**src/rtl/open_log_ctrl.sv**
```systemverilog
// open_log_ctrl: records lock-opening attempts as {user, granted, ts} into a 9-slot
// external register memory and serves single-slot read-backs with a fixed 3-cycle latency.
// Build option: define OPEN_LOG_OVERWRITE_EN to make the log circular, so that new events
// overwrite the oldest record once all 9 slots are used. Without it, events stall while full.
module open_log_ctrl (
    input  logic        clk,
    input  logic        reset,
    input  logic        evt_valid,
    output logic        evt_ready,
    input  logic [3:0]  evt_user,
    input  logic        evt_granted,
    input  logic        tick,
    input  logic        rd_req,
    output logic        rd_ready,
    input  logic [3:0]  rd_slot,
    output logic        rd_valid,
    output logic [16:0] rd_data,
    output logic [8:0]  mem_idx,
    output logic        mem_wr,
    output logic        mem_enable,
    output logic [16:0] mem_wdata,
    input  logic [16:0] mem_rdata,
    output logic [3:0]  count,
    output logic        full
);

    localparam logic [3:0] NumSlots = 4'd9;

    typedef enum logic [1:0] {StIdle, StWrite, StRdAddr, StRdCap} state_e;

    state_e      state_q, state_d;
    logic [11:0] ts_q;
    logic [8:0]  wptr_q;
    logic [3:0]  count_q;
    logic [16:0] rec_q;
    logic [3:0]  slot_q;
    logic        rd_valid_q;
    logic [16:0] rd_data_q;
    logic        evt_acc;
    logic        rd_acc;
    logic        slot_ok;
    logic        can_accept;

    assign full     = (count_q == NumSlots);
    assign count    = count_q;
    assign rd_valid = rd_valid_q;
    assign rd_data  = rd_data_q;
    assign slot_ok  = (slot_q < NumSlots);
    assign evt_acc  = evt_valid & evt_ready;
    assign rd_acc   = rd_req & rd_ready;

`ifdef OPEN_LOG_OVERWRITE_EN
    assign can_accept = 1'b1;
`else
    // A full log holds off new events until reset instead of dropping them.
    assign can_accept = ~full;
`endif

    // Handshakes and next-state selection; events take priority over reads.
    always_comb begin
        state_d   = state_q;
        evt_ready = 1'b0;
        rd_ready  = 1'b0;
        unique case (state_q)
            StIdle: begin
                evt_ready = ~reset & can_accept;
                rd_ready  = ~reset & ~evt_valid;
                if (evt_valid && evt_ready) begin
                    state_d = StWrite;
                end else if (rd_req && rd_ready) begin
                    state_d = StRdAddr;
                end
            end
            StWrite:  state_d = StIdle;
            StRdAddr: state_d = StRdCap;
            StRdCap:  state_d = StIdle;
            default:  state_d = StIdle;
        endcase
    end

    // Memory port drive, decoded purely from the current state.
    always_comb begin
        mem_enable = 1'b0;
        mem_wr     = 1'b0;
        mem_idx    = '0;
        mem_wdata  = '0;
        unique case (state_q)
            StWrite: begin
                mem_enable = 1'b1;
                mem_wr     = 1'b1;
                mem_idx    = wptr_q;
                mem_wdata  = rec_q;
            end
            StRdAddr: begin
                // Out-of-range slots skip the access but keep the same timing.
                if (slot_ok) begin
                    mem_enable = 1'b1;
                    mem_idx    = 9'b1 << slot_q;
                end
            end
            default: ;
        endcase
    end

    // State register and free-running timestamp; ts advances in every state.
    always_ff @(posedge clk) begin
        if (reset) begin
            state_q <= StIdle;
            ts_q    <= '0;
        end else begin
            state_q <= state_d;
            ts_q    <= ts_q + 12'(tick);
        end
    end

    // Capture the record and the read slot at their acceptance cycles.
    always_ff @(posedge clk) begin
        if (reset) begin
            rec_q  <= '0;
            slot_q <= '0;
        end else begin
            if (evt_acc) begin
                rec_q <= {evt_user, evt_granted, ts_q};
            end
            if (rd_acc) begin
                slot_q <= rd_slot;
            end
        end
    end

    // Write pointer rotation and saturating record count, updated as WRITE completes.
    always_ff @(posedge clk) begin
        if (reset) begin
            wptr_q  <= 9'b000000001;
            count_q <= '0;
        end else if (state_q == StWrite) begin
            wptr_q <= {wptr_q[7:0], wptr_q[8]};
            if (!full) begin
                count_q <= count_q + 4'd1;
            end
        end
    end

    // Read-back capture and one-cycle rd_valid pulse after RD_CAP.
    always_ff @(posedge clk) begin
        if (reset) begin
            rd_valid_q <= 1'b0;
            rd_data_q  <= '0;
        end else begin
            rd_valid_q <= (state_q == StRdCap);
            if (state_q == StRdCap) begin
                rd_data_q <= slot_ok ? mem_rdata : 17'd0;
            end
        end
    end

endmodule

```
**config.mk**
```make
export PLATFORM = sky130hd
export DESIGN_NAME = open_log_ctrl
export DESIGN_NICKNAME = d
export VERILOG_FILES = /design/src/rtl/open_log_ctrl.sv
export SDC_FILE = /design/constraint.sdc
export NUM_CORES = 1
export LEC_CHECK = 0
export ABC_AREA = 1
export ABC_CLOCK_PERIOD_IN_PS = 1600
export BUFFER_PORTS_ARGS = -buffer_cell sky130_fd_sc_hd__buf_2
export CORE_ASPECT_RATIO = 0.7
export CORE_MARGIN = 2
export CORE_UTILIZATION = 54
export CTS_BUF_LIST = sky130_fd_sc_hd__clkbuf_4
export CTS_CLUSTER_DIAMETER = 80
export DETAILED_ROUTE_END_ITERATION = 10
export PLACE_DENSITY = 0.82
export SLEW_MARGIN = 15
export SYNTH_ARGS = -nofsm -noshare
export SYNTH_HDL_FRONTEND = slang
export SYNTH_SLANG_ARGS = --single-unit
```
**constraint.sdc**
```tcl
create_clock -name clk -period 1.6 [get_ports clk]
set_clock_uncertainty 0.1 [all_clocks]
set_input_delay 0.08 -clock clk [delete_from_list [all_inputs] [get_ports clk]]
set_output_delay 0.08 -clock clk [all_outputs]
set_load 0.01 [all_outputs]
```
Word level (Yosys, flattened, before mapping)
Index checks and enable logic that the tools add are counted.
{"block": "word_totals", "regBits": 66, "inputBits": 31, "out_inout_bits": 53, "word_cells": 41}
{"block": "classes", "addsub": 2, "order_cmp": 1, "eq_ne": 5, "n_shift": 1, "n_mux": 12, "bitwise_logic": 7, "reduce_logical": 5}
{"operator": "2-to-1 mux 17 bit", "n": 2}
{"operator": "one-hot mux 9 bit (2 select lines)", "n": 1}
{"operator": "adder 12 x 1 -> 12 bit", "n": 1}
{"operator": "2-to-1 mux 9 bit", "n": 1}
{"operator": "<< shifter 1 x 4 -> 9 bit, first input constant", "n": 1}
{"operator": "one-hot mux 2 bit (3 select lines)", "n": 1}
{"operator": "adder 4 x 1 -> 4 bit, second input constant", "n": 1}
{"operator": "AND 1 bit", "n": 4}
{"operator": "equality test 2 bit, second input constant", "n": 2}
{"operator": "equality test 4 bit, second input constant", "n": 1}
{"operator": "less-than comparator 4 bit, second input constant", "n": 1}
{"operator": "2-to-1 mux 1 bit", "n": 4}
{"operator": "2-to-1 mux 2 bit", "n": 2}
{"operator": "!= test 3 bit, second input constant", "n": 1}
{"operator": "inverter 1 bit", "n": 3}
{"operator": "equality test 2 x 1 -> 1 bit, second input constant", "n": 1}
{"operator": "logical AND 1 bit", "n": 2}
{"operator": "zero test 2 bit", "n": 1}
{"operator": "one-hot mux 1 bit (2 select lines)", "n": 1}
{"operator": "AND reduction 2 bit", "n": 1}
{"operator": "OR reduction 2 bit", "n": 1}

Logic depth before layout (Yosys ltp)
{"block": "logic_depth", "depth_word": 6, "mapped_depth": 9, "depth_no_buf": 9}

Worst setup path after synthesis
No wires, ideal clock.
{"block": "synth_path", "path_kind": "flip-flop to output port", "startpoint": "register state_q[1]", "endpoint": "output port mem_idx[1]", "arrival_ns": 1.271, "required_time_ns": 1.420, "slack_ns": 0.149, "stages_incl_launch_ff": 7, "n_path_buf": 2, "path_cell_list": "dfxtp_1 -> inv_1 -> ha_1 -> buf_2 -> buf_2 -> nand2_1 -> a21oi_1"}
{"block": "synth_between", "elab_chain_cells": 2, "elab_cells_between_ends": 3, "cone_classes": "2 x eq/ne; 1 x mux"}
{"item": "from (decl)", "line_no": "31", "rtl": "state_e state_q, state_d;"}
{"item": "from (signal assigned)", "line_no": "108", "rtl": "state_q <= StIdle;"}
{"item": "from (signal assigned)", "line_no": "111", "rtl": "state_q <= state_d;"}
{"item": "equality test 2 bit / equality test 2 x 1 -> 1 bit (equally long branches)", "line_no": "87", "rtl": "unique case (state_q)"}
{"item": "one-hot mux 9 bit (2 select lines) (*)", "line_no": "87"}
{"item": "to (decl)", "line_no": "18", "rtl": "output logic [8:0] mem_idx,"}
Every way passes the cells marked *; elsewhere a longest branch is shown, timed or not.

Worst setup path after layout
{"block": "layout_path", "startpoint": "register state_q[0]", "endpoint": "output port mem_idx[0]"}
Same word-level chain as after synthesis.

==> impl_metrics.ini <==
[sta]
layout_setup_ws_ns = -0.3186
rsz0062_at_grt = true
maxSlewViolCount = 0
setup_viol = 35
fin_crit_ns = 1.919
fmax_mhz = 521.2
hold_viol = 0
worstMarginPinSlew_ns = 0.4202
slew_headroom = 0.7195
timing.final.crit_share = 1.199

[clock_tree]
tritoncts = done
h-tree-depth = 3
path_clk_slew_ns = 0.11
clk_latency_ns = 0.42
clkSinkCount = 66
cts-root-buf = clkbuf_4
numCtsBuffers = 9
clk_path_buf_depth = 2

[drt]
routed_wl_um = 11400
drt_iter0_drc = 367
viasPerCell = 5.672
dr.pass1.iters = 5
num_vias = 3647
drc = 0
ant_nets = 0
wl_per_cell_um = 17.74

[yosys]
post-synth-top-count-cell = nand2_1
avgSynthCellArea_um2 = 7.051
synthTopCellsByCount = nand2_1, dfxtp_1, inv_1
synth_top_area_share = 0.4298
synth_area_um2 = 3074
syn_inst = 436
synth_area_leader_cell = dfxtp_1
synthFlopType = dfxtp_1
yosys-top-cells-area = dfxtp_1, nand2_1, a21oi_1
syn-num-nets = 475
ys_seq_area_frac = 0.4298
synthArstFlopShare = 0
yosysUniqueCellTypes = 27
synth_seq_cells = 66
synth_enable_flop_cells = 0
ys_warn_count = 0

[worst_setup_path]
crit_chain = buf_12 -> ha_4 -> buf_12 -> nand2_1 -> a21oi_2 -> buf_2
critPathTopFamily = flip-flops
cp_slowest_stage_delay_ns = 0.41
path_common_cell = buf_12
crit_buf_inv = 3
worstPathMaxFanout = 7
start_kind = register
cp_slowest_cell = dfxtp_4
endpoint_kind = primary output
worstSetupPathType = register to primary output
cp.arrival_ns = 1.74
required_ns = 1.42

[global_route]
antenna_found_initial = 0
track_usage = 0.3112
grt_pass1_wl_um = 14960
grt_pass1_vias = 3224
grt_start_max_net_pins = 41
grt_remaining_overflow = 0

[min_path]
min_path_type = input port to register

[place]
dp_hpwl_um = 4753
gp_congestion = 0.7995
port-buffer-count = 83
pre_cts_ws_ns = 0.04706

[flow_run]
max-cap-violations = 0

[final_layout]
antenna_cells = 0
syn2layout_area_growth_pct = 51.65
num-nets-final = 605
drive_gt1_frac = 0.3800

[die]
start_util = 0.5727
num_rows = 22
boundaryPins = 84
fp.dieH_um = 67.13
die_w_um = 94.18
core_um2 = 5368
fp.dieArea_um2 = 6322

[power_and_ir_drop]
p_total_mw = 3.583
leakagePower_nw = 2.445
vdd_drop_max_mv = 0.7616
p_per_area_nw_per_um2 = 768.5

[outcome]
outcome = complete, but fails checks
violations = negative setup slack
==> layout by cell type, fill, tap and decap left out, drive strengths merged, types with 11 or more instances in the layout <==
master / synthesis / layout
nand3: 11 / 11
o21ai: 24 / 24
buf: 12 / 107
inv: 59 / 60
nand2: 125 / 125
clkbuf: 7 / 12
nor2: 63 / 63
dfxtp: 66 / 66
a21oi: 46 / 46
dlygate4sd3: 0 / 29
==> sequential cells by signal, summed over array words and instances (netlist names) <==
register and flops:
slot_q 4, ts_q 12, rd_valid 1, rec_q 17, rd_data 17, state_q 2, count 4, wptr_q 9
==> area by class of cell <==
| cell class | count | area [um2] |
|---|---|---|
| Multi-Input combinational cell | 291 | 1685 |
| Timing Repair Buffer | 137 | 1160 |
| Clock buffer | 11 | 82.58 |
| Tap cell | 72 | 90.09 |
| Fill cell | 257 | 705.7 |
| Clock inverter | 5 | 45.04 |
| Timing Repair inverter | 1 | 8.758 |
| Inverter | 60 | 252.7 |
| Sequential cell | 66 | 1338 |
==> report_power, final <==
| part | total, mW | internal [mW] | switching, mW |
|---|---|---|---|
| sequential | 1.78 | 1.70 | 0.0737 |
| clock | 1.10 | 0.493 | 0.603 |
| combinational | 0.709 | 0.328 | 0.381 |
| total | 3.58 | 2.52 | 1.06 |
==> timing repair <==
action	in CTS	in global routing
hold buffers	29	0
gates resized for setup	47	90
pin swaps	6	21
buffers inserted	6	7
hold endpoints to repair	31	0
gates cloned	2	2
setup endpoints to repair	30	52
==> per-stage QoR <==
| step | std cells | hold WS, ns | TNS, ns | util | instance area (um2) |
|---|---|---|---|---|---|
| floorplan | 436 | 0.08891 | 0 | - | 3074 |
| global placement | 581 | 0.2067 | 0 | 0.6632 | 3560 |
| detailed placement | 581 | 0.2185 | 0 | 0.6632 | 3560 |
| CTS | 634 | 0.03207 | -4.221 | 0.7949 | 4267 |
| global route | 643 | 0.07271 | -8.363 | 0.8685 | 4662 |
| finish | 643 | 0.06740 | -6.545 | 0.8685 | 4662 |
==> worst paths after layout <==
check	cells after the start	slack [ns]	start	end
min reg2reg	2	0.37	wptr_q[2]$_SDFFE_PP0N_	wptr_q[2]$_SDFFE_PP0N_
max	6	-0.32	state_q[0]$_SDFFE_PP0P_	mem_idx[0]
min	4	0.07	evt_valid	slot_q[0]$_SDFFE_PP0P_
max reg2reg	9	-0.07	state_q[0]$_SDFFE_PP0P_	count[3]$_SDFFE_PP0P_
==> metal layers <==
metal | share of wire | up-vias | track usage
met5 | 0 | - | 0
met4 | 0.055 | 0 | 0.1540
met3 | 0.098 | 78 | 0.08937
met2 | 0.48 | 271 | 0.5375
met1 | 0.37 | 1683 | 0.3578
li1 | - | 1615 | -
==> cells by family after synthesis <==
family                   synth area share
buffers and inverters              0.1180
XOR/XNOR                          0.01140
adder cells (fa/ha/maj)           0.03256
AO/OA/AOI/OAI                      0.1140
flip-flops                         0.4298
AND/OR/NAND/NOR                    0.2943
==> worst reg2reg max path, delay by kind of cell (launching register included) <==
family / cells / cell delay, ns
and+or+nand+nor: 5 / 0.56
DFF: 1 / 0.41
buffers and inverters: 3 / 0.33
adders and majority gates: 1 / 0.22
(Power assumes the default switching activity.)
